[config.mk]
export PLATFORM = sky130hd
export DESIGN_NAME = hw_mutex_arbiter
export DESIGN_NICKNAME = d
export VERILOG_FILES = /design/src/rtl/hw_mutex_arbiter.sv
export SDC_FILE = /design/constraint.sdc
export NUM_CORES = 1
export LEC_CHECK = 0
export CAP_MARGIN = 20
export CORE_MARGIN = 1
export CORE_UTILIZATION = 30
export CTS_CLUSTER_SIZE = 28
export DETAILED_ROUTE_END_ITERATION = 8
export MAX_ROUTING_LAYER = met4
export PLACE_DENSITY = 0.61
export SYNTH_ARGS = -nofsm -noshare
export SYNTH_HDL_FRONTEND = slang
export SYNTH_SLANG_ARGS = --single-unit
[constraint.sdc]
create_clock -name clk_i -period 2.8 [get_ports clk_i]
set_input_delay 0.56 -clock clk_i [delete_from_list [all_inputs] [get_ports clk_i]]
set_output_delay 0.56 -clock clk_i [all_outputs]
set_load 0.02 [all_outputs]
[src/rtl/hw_mutex_arbiter.sv]
// Arbitrated hardware mutex: grants one owner at a time, hands the lock directly to the next
// waiter and passes a message word between owners. HW_MUTEX_RR_EN selects round-robin arbitration.
module hw_mutex_arbiter #(
    parameter int unsigned  NB_CORES    = 8,
    parameter int unsigned  MUTEX_MSG_W = 32,
    localparam int unsigned ID_W        = $clog2(NB_CORES)
) (
    input  logic                   clk_i,
    input  logic                   rst_i,
    input  logic [NB_CORES-1:0]    lock_req_i,
    input  logic [NB_CORES-1:0]    unlock_req_i,
    input  logic [MUTEX_MSG_W-1:0] msg_wdata_i,
    output logic [MUTEX_MSG_W-1:0] msg_rdata_o,
    output logic [NB_CORES-1:0]    grant_event_o,
    output logic                   owner_valid_o,
    output logic [ID_W-1:0]        owner_id_o,
    output logic [NB_CORES-1:0]    pending_o,
    output logic                   error_o
);

    typedef enum logic [0:0] {StFree, StLocked} state_e;

    state_e                 state_q, state_d;
    logic [NB_CORES-1:0]    pending_q, pending_d;
    logic [NB_CORES-1:0]    grant_q, grant_d;
    logic [ID_W-1:0]        owner_q, owner_d;
    logic [MUTEX_MSG_W-1:0] msg_q, msg_d;
    logic                   error_q, error_d;

    logic [NB_CORES-1:0]    req_vec;
    logic [NB_CORES-1:0]    owner_oh;
    logic [ID_W-1:0]        winner;
    logic                   unlock_ok;

    // Same-cycle requests take part in arbitration alongside latched waiters.
    assign req_vec = pending_q | lock_req_i;

`ifdef HW_MUTEX_RR_EN
    logic [ID_W-1:0] rr_ptr_q;
    logic [ID_W-1:0] idx;

    // Scan from farthest to nearest offset so the first set bit after rr_ptr wins.
    always_comb begin
        winner = '0;
        idx    = '0;
        for (int i = NB_CORES; i >= 1; i--) begin
            idx = ID_W'((32'(rr_ptr_q) + 32'(i)) % 32'(NB_CORES));
            if (req_vec[idx]) begin
                winner = idx;
            end
        end
    end

    always_ff @(posedge clk_i) begin
        if (rst_i) begin
            rr_ptr_q <= ID_W'(NB_CORES - 1);
        end else if (|grant_d) begin
            rr_ptr_q <= winner;
        end
    end
`else
    always_comb begin
        winner = '0;
        for (int i = NB_CORES - 1; i >= 0; i--) begin
            if (req_vec[i]) begin
                winner = ID_W'(i);
            end
        end
    end
`endif

    always_comb begin
        state_d   = state_q;
        pending_d = pending_q;
        owner_d   = owner_q;
        msg_d     = msg_q;
        grant_d   = '0;
        owner_oh  = '0;
        owner_oh[owner_q] = 1'b1;

        unlock_ok = (state_q == StLocked) && unlock_req_i[owner_q];
        // Any unlock bit not belonging to the current owner is illegal.
        error_d   = (state_q == StLocked) ? |(unlock_req_i & ~owner_oh) : |unlock_req_i;

        if (state_q == StFree || unlock_ok) begin
            if (unlock_ok) begin
                msg_d = msg_wdata_i;
            end
            if (|req_vec) begin
                state_d          = StLocked;
                owner_d          = winner;
                grant_d[winner]  = 1'b1;
                pending_d        = req_vec & ~grant_d;
            end else begin
                state_d   = StFree;
                pending_d = '0;
            end
        end else begin
            pending_d = pending_q | lock_req_i;
        end
    end

    always_ff @(posedge clk_i) begin
        if (rst_i) begin
            state_q   <= StFree;
            pending_q <= '0;
            owner_q   <= '0;
            msg_q     <= '0;
            grant_q   <= '0;
            error_q   <= 1'b0;
        end else begin
            state_q   <= state_d;
            pending_q <= pending_d;
            owner_q   <= owner_d;
            msg_q     <= msg_d;
            grant_q   <= grant_d;
            error_q   <= error_d;
        end
    end

    assign msg_rdata_o   = msg_q;
    assign grant_event_o = grant_q;
    assign owner_valid_o = (state_q == StLocked);
    assign owner_id_o    = owner_q;
    assign pending_o     = pending_q;
    assign error_o       = error_q;

endmodule

Word level (Yosys, flattened, before mapping)
Cells that the tools add are included.

storage, ports and cells
  output and inout port bits = 53
  word-level logic and storage cells = 46
  input bits = 50
  bits in registers = 53

cells by class
  multiplexer cells = 18
  order comparisons = 4
  bitwise logic cells = 8
  reductions and logical operators = 10

operators by type and width
  cell                                                               number
  two-way mux 3 bit                                                  8
  OR reduction 8 bit                                                 3
  AND 8 bit                                                          2
  two-way mux 8 bit                                                  2
  NOT 8 bit                                                          2
  less-than comparator 3 x 4 -> 1 bit, second input constant         2
  OR 8 bit                                                           1
  demux 1 bit (select 3 bit)                                         2
  greater-or-equal comparator 3 x 1 -> 1 bit, second input constant  2
  two-way mux 1 bit                                                  5
  AND reduction 2 bit                                                2
  binary-select mux 1 bit (select 3 bit)                             1
  logical AND 1 bit                                                  3
  NOT 1 bit                                                          3
  OR reduction 3 bit                                                 1
  logical OR 1 bit                                                   1

Depth between registers and ports, before layout
Gate-level depths: netlist (run 1).

  depth in word-level cells = 17
  gate-level depth with buffers = 7
  mapped depth without buffers = 5

Least setup slack after synthesis (run 1)
Ideal clock, no wire load.

  path kind = input to register
  start = input lock_req_i[2]
  end = register grant_q[6] (netlist: grant_event_o[6])
  slack = 0.951 ns
  cell stages on the path = 4
  required time = 2.735 ns
  path buffers = 0
  setup time = 0.065 ns
  arrival = 1.784 ns
  cell sequence = nor4_1 -> nand2_1 -> or4_1 -> nor2_1

on the way
  longest elaborated chain between the ends = 8
  elaborated cells on any way between the ends = 12
  classes of those cells = order compare (2); mux (5); bitwise (2); reduce/logical (3)

RTL lines
  what                                                                                                                     RTL line  source
  from (decl)                                                                                                              10        input logic [NB_CORES-1:0] lock_req_i,
  OR 8 bit (*)                                                                                                             36        assign req_vec = pending_q | lock_req_i;
  two-way mux 3 bit (3 in series)                                                                                          65        if (req_vec[i]) begin
  less-than comparator 3 x 4 -> 1 bit (implied by the code) or greater-or-equal comparator 3 x 1 -> 1 bit (tied branches)  92        grant_d[winner] = 1'b1;
  logical AND 1 bit (implied by the code)                                                                                  92
  two-way mux 1 bit (implied by the code)                                                                                  92
  demux 1 bit (select 3 bit)                                                                                               92
  to (signal assigned)                                                                                                     116       grant_q <= grant_d;
  to (decl)                                                                                                                25        logic [NB_CORES-1:0] grant_q, grant_d;

Mark *: on every way between the ends. The rest lies on a longest branch, timed or not.
A chain may end at the register's enable or synchronous reset.

Worst setup path after layout (run 1)
  start = input unlock_req_i[0]
  end = register grant_q[7] (netlist: grant_event_o[7])

on the way
  longest elaborated chain between the ends = 6

RTL lines
  what                                     RTL line  source
  from (decl)                              11        input logic [NB_CORES-1:0] unlock_req_i,
  binary-select mux 1 bit (select 3 bit)   81        unlock_ok = (state_q == StLocked) && unlock_req_i[owner_q];
  two-way mux 1 bit (implied by the code)  81
  logical AND 1 bit                        81
  logical OR 1 bit                         85        if (state_q == StFree || unlock_ok) begin
  NOT 1 bit (no source line)               -
  OR reduction 3 bit (no source line)      -

No other way between the ends. The select of a mux whose other input is x is not followed.

==> parameters.txt, run 1 <==
Parameter                              Value

Pwr
  Power per unit of standard cell area    534 mW/mm^2
  Leakage power of the design    0.00134 uW
  IR drop worst, VDD    0.000197 V

Clocking
  Depth of the CTS H-tree    2
  Hold-fix buffers at CTS    0
  Worst-skew pair later-pin latency    290 ps
  CTS tree    done
  Number of sinks on the clock net    53
  CTS root buffer    clkbuf_8
  Post-cts repair resize count    0
  Clock transition time at the flip-flop clock pins of the worst setup and hold paths    90 ps
  Buffers inserted by post-CTS timing repair    0
  Number of buffers inserted during clock tree synthesis    5
  Max clock buf depth    2

Critical path
  Gate family responsible for the most delay along the worst path    simple AND/OR/NAND/NOR gates
  Worst-path fanout max    10
  Depth of the worst register-to-register path    5
  Data required, critical path    between 3000 and 4000 ps
  Buf+Inv Stages, Crit Path    1
  Critical path capture point type    flip-flop
  Register-to-register setup slack    ~660 ps
  Crit Path Class    input pin to flip-flop
  CP startpoint kind    input pin
  Delay of the slowest critical-path stage    roughly 530 ps
  Reg2reg start    owner_id_o[1]
  Crit path arrival time    around 2400 ps
  Highest-delay cell along the critical path    clkdlybuf4s50_1
  Crit path cell chain    clkdlybuf4s50_1 -> mux2i_1 -> o32ai_2 -> nor3_2 -> or4_1 -> nor2_1
  Endpoint of the lowest-slack register-to-register path    pending_o[7]

Routing
  Drt first-iter violations    54
  Total wire length    5070 um
  Total number of vias    around 1900
  Mean number of vias per cell    around 4.6
  Pre-antenna DRT Iters    4
  Count of unresolved DRC violations after routing    0
  Average routed wire per standard cell    approximately 12 um
  Number of nets with antenna violations after routing    0

STA
  Number of setup violations in the final report    0
  Setup TNS after final layout    0 ps
  Setup repair after global routing missed its margin    false
  Number of hold violations in the final report    0
  Worst Hold Slack    around 500 ps
  Max Clock Freq    approximately 0.45 GHz
  Slew @ Worst Pin    ~900 ps
  Slew Limit Fails    0
  Final critical-path required period    about 2200 ps
  Crit share post-route    about 80%
  Worst rel slew slack    between 30% and 40%
  Largest clock skew in the final design    between 4 and 5 ps
  PnR worst setup slack    between 500 and 600 ps

Cells and area
  Share of the core filled with cells    between 40 and 50%
  Final net count    between 300 and 400
  Layout cells sized above 1    under 10%
  Number of diodes added for antenna fixing    0
  Relative area change from synthesis to final layout    57.7%
  Post-route insts no fill    ~400

Die
  Placeable core area    about 0.0068 sq mm
  I/O Pins    103
  Initial core utilization    30.9%
  Die extent in x    85.7 um
  Die area    about 0.0073 sq mm
  Floorplan row count    30
  Die Y-Extent    around 86 um

Yosys
  Library cell occupying the most area in the post-synthesis netlist    dfxtp_1
  Synth cell types    30
  Top-area cell type share of the netlist area    ~50%
  Flops & latches, synth    53
  Synthesized Nets    around 260
  Synth top area cells    dfxtp_1, mux2i_1, nor2_1
  Warnings from Yosys    0
  Post-Syn Instances    213
  Synthesized area per cell    slightly below 10 sq um
  Summed instance area of the synthesized netlist    around 0.0021 sq mm
  Register area share after synthesis    between 50% and 60%

Place
  Half-perimeter wire length of the detailed placement result    3660 um
  Post-placement setup slack    ~300 ps
  Port buffer count    roughly 100
  Last weighted congestion value of the routability-driven placer    roughly 0.76
  Number of cells in the design after placement    401

Hold path
  Hold Startpoint    msg_rdata_o[1]
  Cells on Worst Hold Path    2
  Worst Hold End    msg_rdata_o[1]
  Class of the tightest hold or removal check    flip-flop to flip-flop

Global routing
  Total GRT Usage    between 10% and 20%
  Via count of the first global-routing pass    1864
  Number of antenna violations at the first check in global routing    0
  Pin count of the biggest net entering global routing    54
  Global-route wire length before repair    roughly 8400 um
  Total overflow reported by the global router    0

Run
  Number of max-cap violations    0

Status
  Run status    finished, final reports clean
## worst register-to-register path: stages (launching register included)
cell and delay (ps):
dfxtp_1 610, mux2i_1 270, o32ai_2 140, nor3_2 570, nor3_1 150, a211oi_1 290
## worst max path at each step
stage               startpoint               end  cells after the start
2_1_floorplan    lock_req_i[2]  grant_event_o[6]                      4
3_3_place_gp     lock_req_i[0]  grant_event_o[6]                      5
3_5_place_dp   unlock_req_i[1]   msg_rdata_o[31]                      7
4_1_cts          owner_id_o[1]     owner_id_o[1]                      1
5_1_grt          lock_req_i[0]  grant_event_o[7]                      5
6_report       unlock_req_i[0]  grant_event_o[7]                      6
## layer usage
layer | track usage, % | up-vias | share of wire [%]
met5 | - | - | 0
met4 | 4.55 | 0 | 0.71
met3 | 4.14 | 4 | 6.8
met2 | 24.9 | 67 | 47
met1 | 16.8 | 861 | 45
li1 | - | 953 | -
## flip-flops by register name (all words and copies together) (netlist names)
signal,cells
grant_event_o,8
owner_valid_o,1
error_o,1
msg_rdata_o,32
pending_o,8
owner_id_o,3
## power breakdown
part / total, uW / internal, uW / leakage [uW] / switching (uW)
clock network: 521 / 292 / 0.0000585 / 229
registers: 838 / 803 / 0.000435 / 35.2
logic: 413 / 220 / 0.000847 / 194
## cells by family (layout without fill, tap and decap cells)
group / Yosys count / count (layout) / share of synthesized area [%]
AND/OR/NAND/NOR: 80 / 80 / 17.4
flip-flops: 53 / 53 / 50.5
multiplexers: 39 / 39 / 18.6
AO/OA/AOI/OAI: 26 / 26 / 9.82
buffers and inverters: 15 / 115 / 3.63
## layout by cell type, fill, tap and decap left out
master,n
a311oi_1,2
inv_1,2
nand3_1,1
o32ai_2,2
o32ai_1,2
a211o_1,1
o21ai_4,1
nor3_2,1
mux2_2,1
clkdlybuf4s50_1,101
nor4_1,5
nor2_1,49
or3_1,3
bufinv_16,1
nand2_1,4
a211oi_1,7
o21ai_0,1
nor4b_1,1
a31oi_1,1
clkbuf_8,6
clkbuf_1,1
nand2b_1,5
buf_2,1
o31ai_1,2
or4_1,2
o41ai_1,1
nand3b_1,1
dfxtp_1,53
nor3_1,8
a22o_1,1
buf_4,3
a21oi_1,5
mux2i_1,38
## final cells by class
cell class / instances / area (sq um)
clock buffers: 7 / 86.3
clock inverters: 1 / 30.0
fillers: 656 / 3480
inverters: 2 / 7.51
multi-input cells: 145 / 972
flip-flops and latches: 53 / 1060
well taps: 96 / 120
repair buffers: 105 / 1040
## per-stage QoR
stage / instance area, sq um / power (uW)
detailed placement: 3200 / 1270
finish: 3320 / 1770
CTS: 3320 / 1800
floorplan: 2100 / 1070
global route: 3320 / 1860
global placement: 3200 / 1270
## synthesized netlist by cell type (all sizes together)
| cell | n |
|---|---|
| o32ai | 4 |
| nor2 | 49 |
| dfxtp | 53 |
| a21oi | 5 |
| mux2i | 38 |
| inv | 2 |
| nand3 | 1 |
| a311oi | 2 |
| or3 | 3 |
| nand2 | 4 |
| clkbuf | 7 |
| nor4b | 1 |
| nor4 | 5 |
| o31ai | 2 |
| a31oi | 1 |
| nor3 | 9 |
| o41ai | 1 |
| nand3b | 1 |
| a211o | 1 |
| buf | 6 |
| a211oi | 7 |
| nand2b | 5 |
| mux2 | 1 |
| or4 | 2 |
| o21ai | 2 |
| a22o | 1 |
Power figures use the tool's default switching activity.
==> run 2: changes to the inputs <==
- clock period: 2.8 -> 2.1 ns (I/O delays scaled with it)
==> parameters.txt, run 2 (synthesis gave the netlist of run 1 again) <==
Parameter                              Value

Global routing
  Number of antenna violations at the first check in global routing    0
  Via count of the first global-routing pass    roughly 2000
  Total overflow reported by the global router    0
  Total GRT Usage    between 10% and 20%
  Global-route wire length before repair    8800 um
  Pin count of the biggest net entering global routing    29

Critical path
  Data required, critical path    roughly 1700 ps
  Crit path cell chain    buf_4 -> clkdlybuf4s50_1
  Critical path capture point type    output pin
  CP startpoint kind    flip-flop
  Highest-delay cell along the critical path    clkdlybuf4s50_1
  Crit path arrival time    roughly 1600 ps
  Worst-path fanout max    8
  Crit Path Class    flip-flop to output pin
  Delay of the slowest critical-path stage    620 ps
  Worst setup endpoint    owner_id_o[0]
  Register-to-register setup slack    190 ps
  Reg2reg start    owner_id_o[0]
  Beginning of the critical path    owner_id_o[0]
  Endpoint of the lowest-slack register-to-register path    pending_o[3]
  Depth of the worst register-to-register path    5

Die
  Placeable core area    ~0.0068 sq mm
  Die area    approximately 0.0073 sq mm
  Die Y-Extent    approximately 86 um
  I/O Pins    103
  Floorplan row count    30
  Die extent in x    85.7 um
  Initial core utilization    a little under a third

Status
  Run status    finished, final reports clean

STA
  Largest clock skew in the final design    between 5 and 6 ps
  Max Clock Freq    about 0.49 GHz
  Crit share post-route    approximately 98%
  Number of setup violations in the final report    0
  Worst rel slew slack    approximately 63%
  Slew @ Worst Pin    around 540 ps
  Final critical-path required period    2050 ps
  PnR worst setup slack    roughly 51 ps
  Slew Limit Fails    0
  Setup TNS after final layout    0 ps
  Setup repair after global routing missed its margin    false
  Number of hold violations in the final report    0

Clocking
  Post-cts repair resize count    0
  Hold-fix buffers at CTS    0
  CTS root buffer    clkbuf_8
  Worst-skew pair later-pin latency    roughly 300 ps
  Number of sinks on the clock net    53
  Max clock buf depth    2
  Buffers inserted by post-CTS timing repair    0
  Clock transition time at the flip-flop clock pins of the worst setup and hold paths    roughly 90 ps
  CTS tree    done
  Number of buffers inserted during clock tree synthesis    5
  Depth of the CTS H-tree    2

Routing
  Total wire length    between 5000 and 6000 um
  Drt first-iter violations    78
  Total number of vias    approximately 2000
  Average routed wire per standard cell    12.6 um
  Pre-antenna DRT Iters    4
  Mean number of vias per cell    roughly 4.6
  Number of nets with antenna violations after routing    0
  Count of unresolved DRC violations after routing    0

Cells and area
  Final net count    about 380
  Relative area change from synthesis to final layout    65.8%
  Max reg flops    32
  Post-route insts no fill    approximately 430
  Most common library cell in the layout ignoring fill and taps    clkdlybuf4s50_1
  Layout cells sized above 1    10.8%
  Commonest cells after routing, fill and taps aside    clkdlybuf4s50_1, dfxtp_1, nor2_1
  Number of diodes added for antenna fixing    0

Hold path
  Cells on Worst Hold Path    2
  Class of the tightest hold or removal check    flip-flop to flip-flop
  Hold Startpoint    msg_rdata_o[26]

Place
  Last weighted congestion value of the routability-driven placer    a little over 0.8
  Post-placement setup slack    -107 ps
  Half-perimeter wire length of the detailed placement result    4090 um
  Number of cells in the design after placement    approximately 420
  Port buffer count    roughly 100

Pwr
  Leakage power of the design    0.00145 uW
  Power per unit of standard cell area    ~690 mW/mm^2
  IR drop worst, VDD    between 0.0003 and 0.0004 V

Run
  Number of max-cap violations    0
run 2: cell types whose count changed in the layout (fill, tap and decap cells not counted), sizes merged:
cell,change
clkbuf,-1
buf,+20
clkinv,+1
run 2: power breakdown:
group          switching, uW  leakage, uW  internal (uW)
sequential              44.5     0.000435           1070
clock                    336    0.0000554            358
combinational            274     0.000957            332
total                    655      0.00145           1760
run 2: how the worst min path moves through the flow:
stage / slack, ps / endpoint
after floorplan: 560 / msg_rdata_o[0]
after global placement: 470 / msg_rdata_o[20]
after detailed placement: 480 / msg_rdata_o[23]
after CTS: 510 / msg_rdata_o[23]
after global routing: 530 / msg_rdata_o[21]
final: 500 / msg_rdata_o[26]
run 2: area by class of cell:
cell class,count,area (sq um)
Clock buffer,6,72.6
Timing Repair Buffer,125,1210
Clock inverter,2,38.8
Sequential cell,53,1060
Multi-Input combinational cell,145,972
Tap cell,96,120
Fill cell,641,3310
Inverter,2,7.51
run 2: metal layers:
metal  wire (um)  share of wire (%)  vias up  global-route usage (%)
met5           0                  0        -                       -
met2        2500                 46       84                    26.3
met4         142                2.6        0                    6.82
met3         341                6.3       13                    4.14
li1            -                  -      990                       -
met1        2430                 45      906                    17.4
run 2: through the flow:
stage / util, % / cell area, sq um / hold slack (ps) / power (uW)
finish: 51.3 / 3490 / 497 / 2420
global route: 51.3 / 3490 / 532 / 2530
CTS: 51.3 / 3490 / 507 / 2440
detailed placement: 49.7 / 3370 / 483 / 1750
global placement: 49.7 / 3370 / 472 / 1740
floorplan: - / 2100 / 564 / 1430
run 2: critical path, delay by kind of cell (launching register included):
family,cells,cell delay [ps]
buffers and inverters,2,800
DFF,1,520
==> run 3: changes to the inputs <==
- MAX_ROUTING_LAYER: met4 -> unset
==> parameters.txt, run 3 (synthesis gave the netlist of run 1 again) <==
Parameter                              Value

STA
  Setup repair after global routing missed its margin    false
  Setup TNS after final layout    0 ps
  PnR worst setup slack    roughly 51 ps
  Slew @ Worst Pin    approximately 540 ps
  Max Clock Freq    approximately 0.49 GHz
  Number of hold violations in the final report    0
  Worst rel slew slack    between 60% and 70%
  Final critical-path required period    between 2000 and 2500 ps
  Slew Limit Fails    0
  Crit share post-route    a little over nine tenths
  Largest clock skew in the final design    ~4.1 ps
  Number of setup violations in the final report    0

Clocking
  Hold-fix buffers at CTS    0
  Max clock buf depth    2
  Clock transition time at the flip-flop clock pins of the worst setup and hold paths    about 90 ps
  Post-cts repair resize count    0
  Depth of the CTS H-tree    2
  CTS root buffer    clkbuf_8
  Worst-skew pair later-pin latency    about 300 ps
  Buffers inserted by post-CTS timing repair    0
  CTS tree    done
  Number of buffers inserted during clock tree synthesis    5
  Number of sinks on the clock net    between 50 and 60

Routing
  Drt first-iter violations    97
  Count of unresolved DRC violations after routing    0
  Mean number of vias per cell    4.64
  Number of nets with antenna violations after routing    0
  Pre-antenna DRT Iters    4
  Average routed wire per standard cell    between 10 and 15 um
  Total number of vias    approximately 2000
  Total wire length    between 5000 and 6000 um

Cells and area
  Share of the core filled with cells    51.3%
  Layout cells sized above 1    10.8%
  Relative area change from synthesis to final layout    65.8%
  Final net count    382
  Max reg flops    32
  Commonest cells after routing, fill and taps aside    clkdlybuf4s50_1, dfxtp_1, nor2_1
  Number of diodes added for antenna fixing    0
  Post-route standard cell area excluding fillers    around 0.0035 sq mm
  Most common library cell in the layout ignoring fill and taps    clkdlybuf4s50_1

Global routing
  Total overflow reported by the global router    0
  Number of antenna violations at the first check in global routing    0
  Global-route wire length before repair    between 8000 and 9000 um
  Pin count of the biggest net entering global routing    29
  Via count of the first global-routing pass    1959
  Total GRT Usage    15.1%

Critical path
  Crit path arrival time    about 1600 ps
  Critical path capture point type    output pin
  CP startpoint kind    flip-flop
  Data required, critical path    1680 ps
  Crit Path Class    flip-flop to output pin
  Worst-path fanout max    8

Run
  Number of max-cap violations    0

Die
  Initial core utilization    between 30% and 40%
  Placeable core area    slightly below 0.007 sq mm
  Floorplan row count    30
  Die extent in x    about 86 um
  I/O Pins    103
  Die Y-Extent    about 86 um
  Die area    approximately 0.0073 sq mm

Pwr
  Power consumption    approximately 2400 uW
  Leakage power of the design    about 0.0014 uW
  IR drop worst, VDD    0.000318 V
  Power per unit of standard cell area    ~700 mW/mm^2

Hold path
  Class of the tightest hold or removal check    flip-flop to flip-flop

Place
  Port buffer count    102
  Last weighted congestion value of the routability-driven placer    a little over 0.8
  Half-perimeter wire length of the detailed placement result    between 4000 and 5000 um
  Post-placement setup slack    -107 ps
  Cell area reported after detailed placement    between 0.003 and 0.004 sq mm

Status
  Run status    finished, final reports clean
run 3: path summary, 6_finish.rpt:
check                  start              end  slack (ps)  depth (start not counted)
min          msg_rdata_o[26]  msg_rdata_o[26]         500                          2
max reg2reg    owner_id_o[0]     pending_o[3]         180                          5
max            owner_id_o[0]    owner_id_o[0]          50                          2
min reg2reg  msg_rdata_o[26]  msg_rdata_o[26]         500                          2
run 3: through the flow:
| step | cells | hold WS (ps) |
|---|---|---|
| floorplan | 213 | 564 |
| global placement | 421 | 472 |
| detailed placement | 421 | 483 |
| CTS | 429 | 507 |
| global route | 429 | 532 |
| finish | 429 | 497 |
run 3: cell type report:
type	instances	area (sq um)
clock buffer	6	72.6
clock inverter	2	38.8
fill	641	3310
inverter	2	7.51
multi-input combinational	145	972
sequential	53	1060
tap	96	120
timing repair buffer	125	1210
run 3: routing by layer:
| layer | up-vias | routed length [um] | global-route usage, % |
|---|---|---|---|
| li1 | 989 | - | - |
| met1 | 904 | 2420 | 17.1 |
| met2 | 83 | 2520 | 26.5 |
| met3 | 13 | 324 | 4.23 |
| met4 | 0 | 145 | 6.82 |
| met5 | - | 0 | 0 |
run 3: power breakdown:
part           switching (uW)  internal, uW  total (uW)
combinational             274           332         605
clock                     335           358         693
sequential               44.6          1070        1120
total                     653          1760        2410
run 3: worst max-delay path, cell delays in order, from the launching register on:
cell and delay, ps:
dfxtp_1 520, buf_4 180, clkdlybuf4s50_1 620
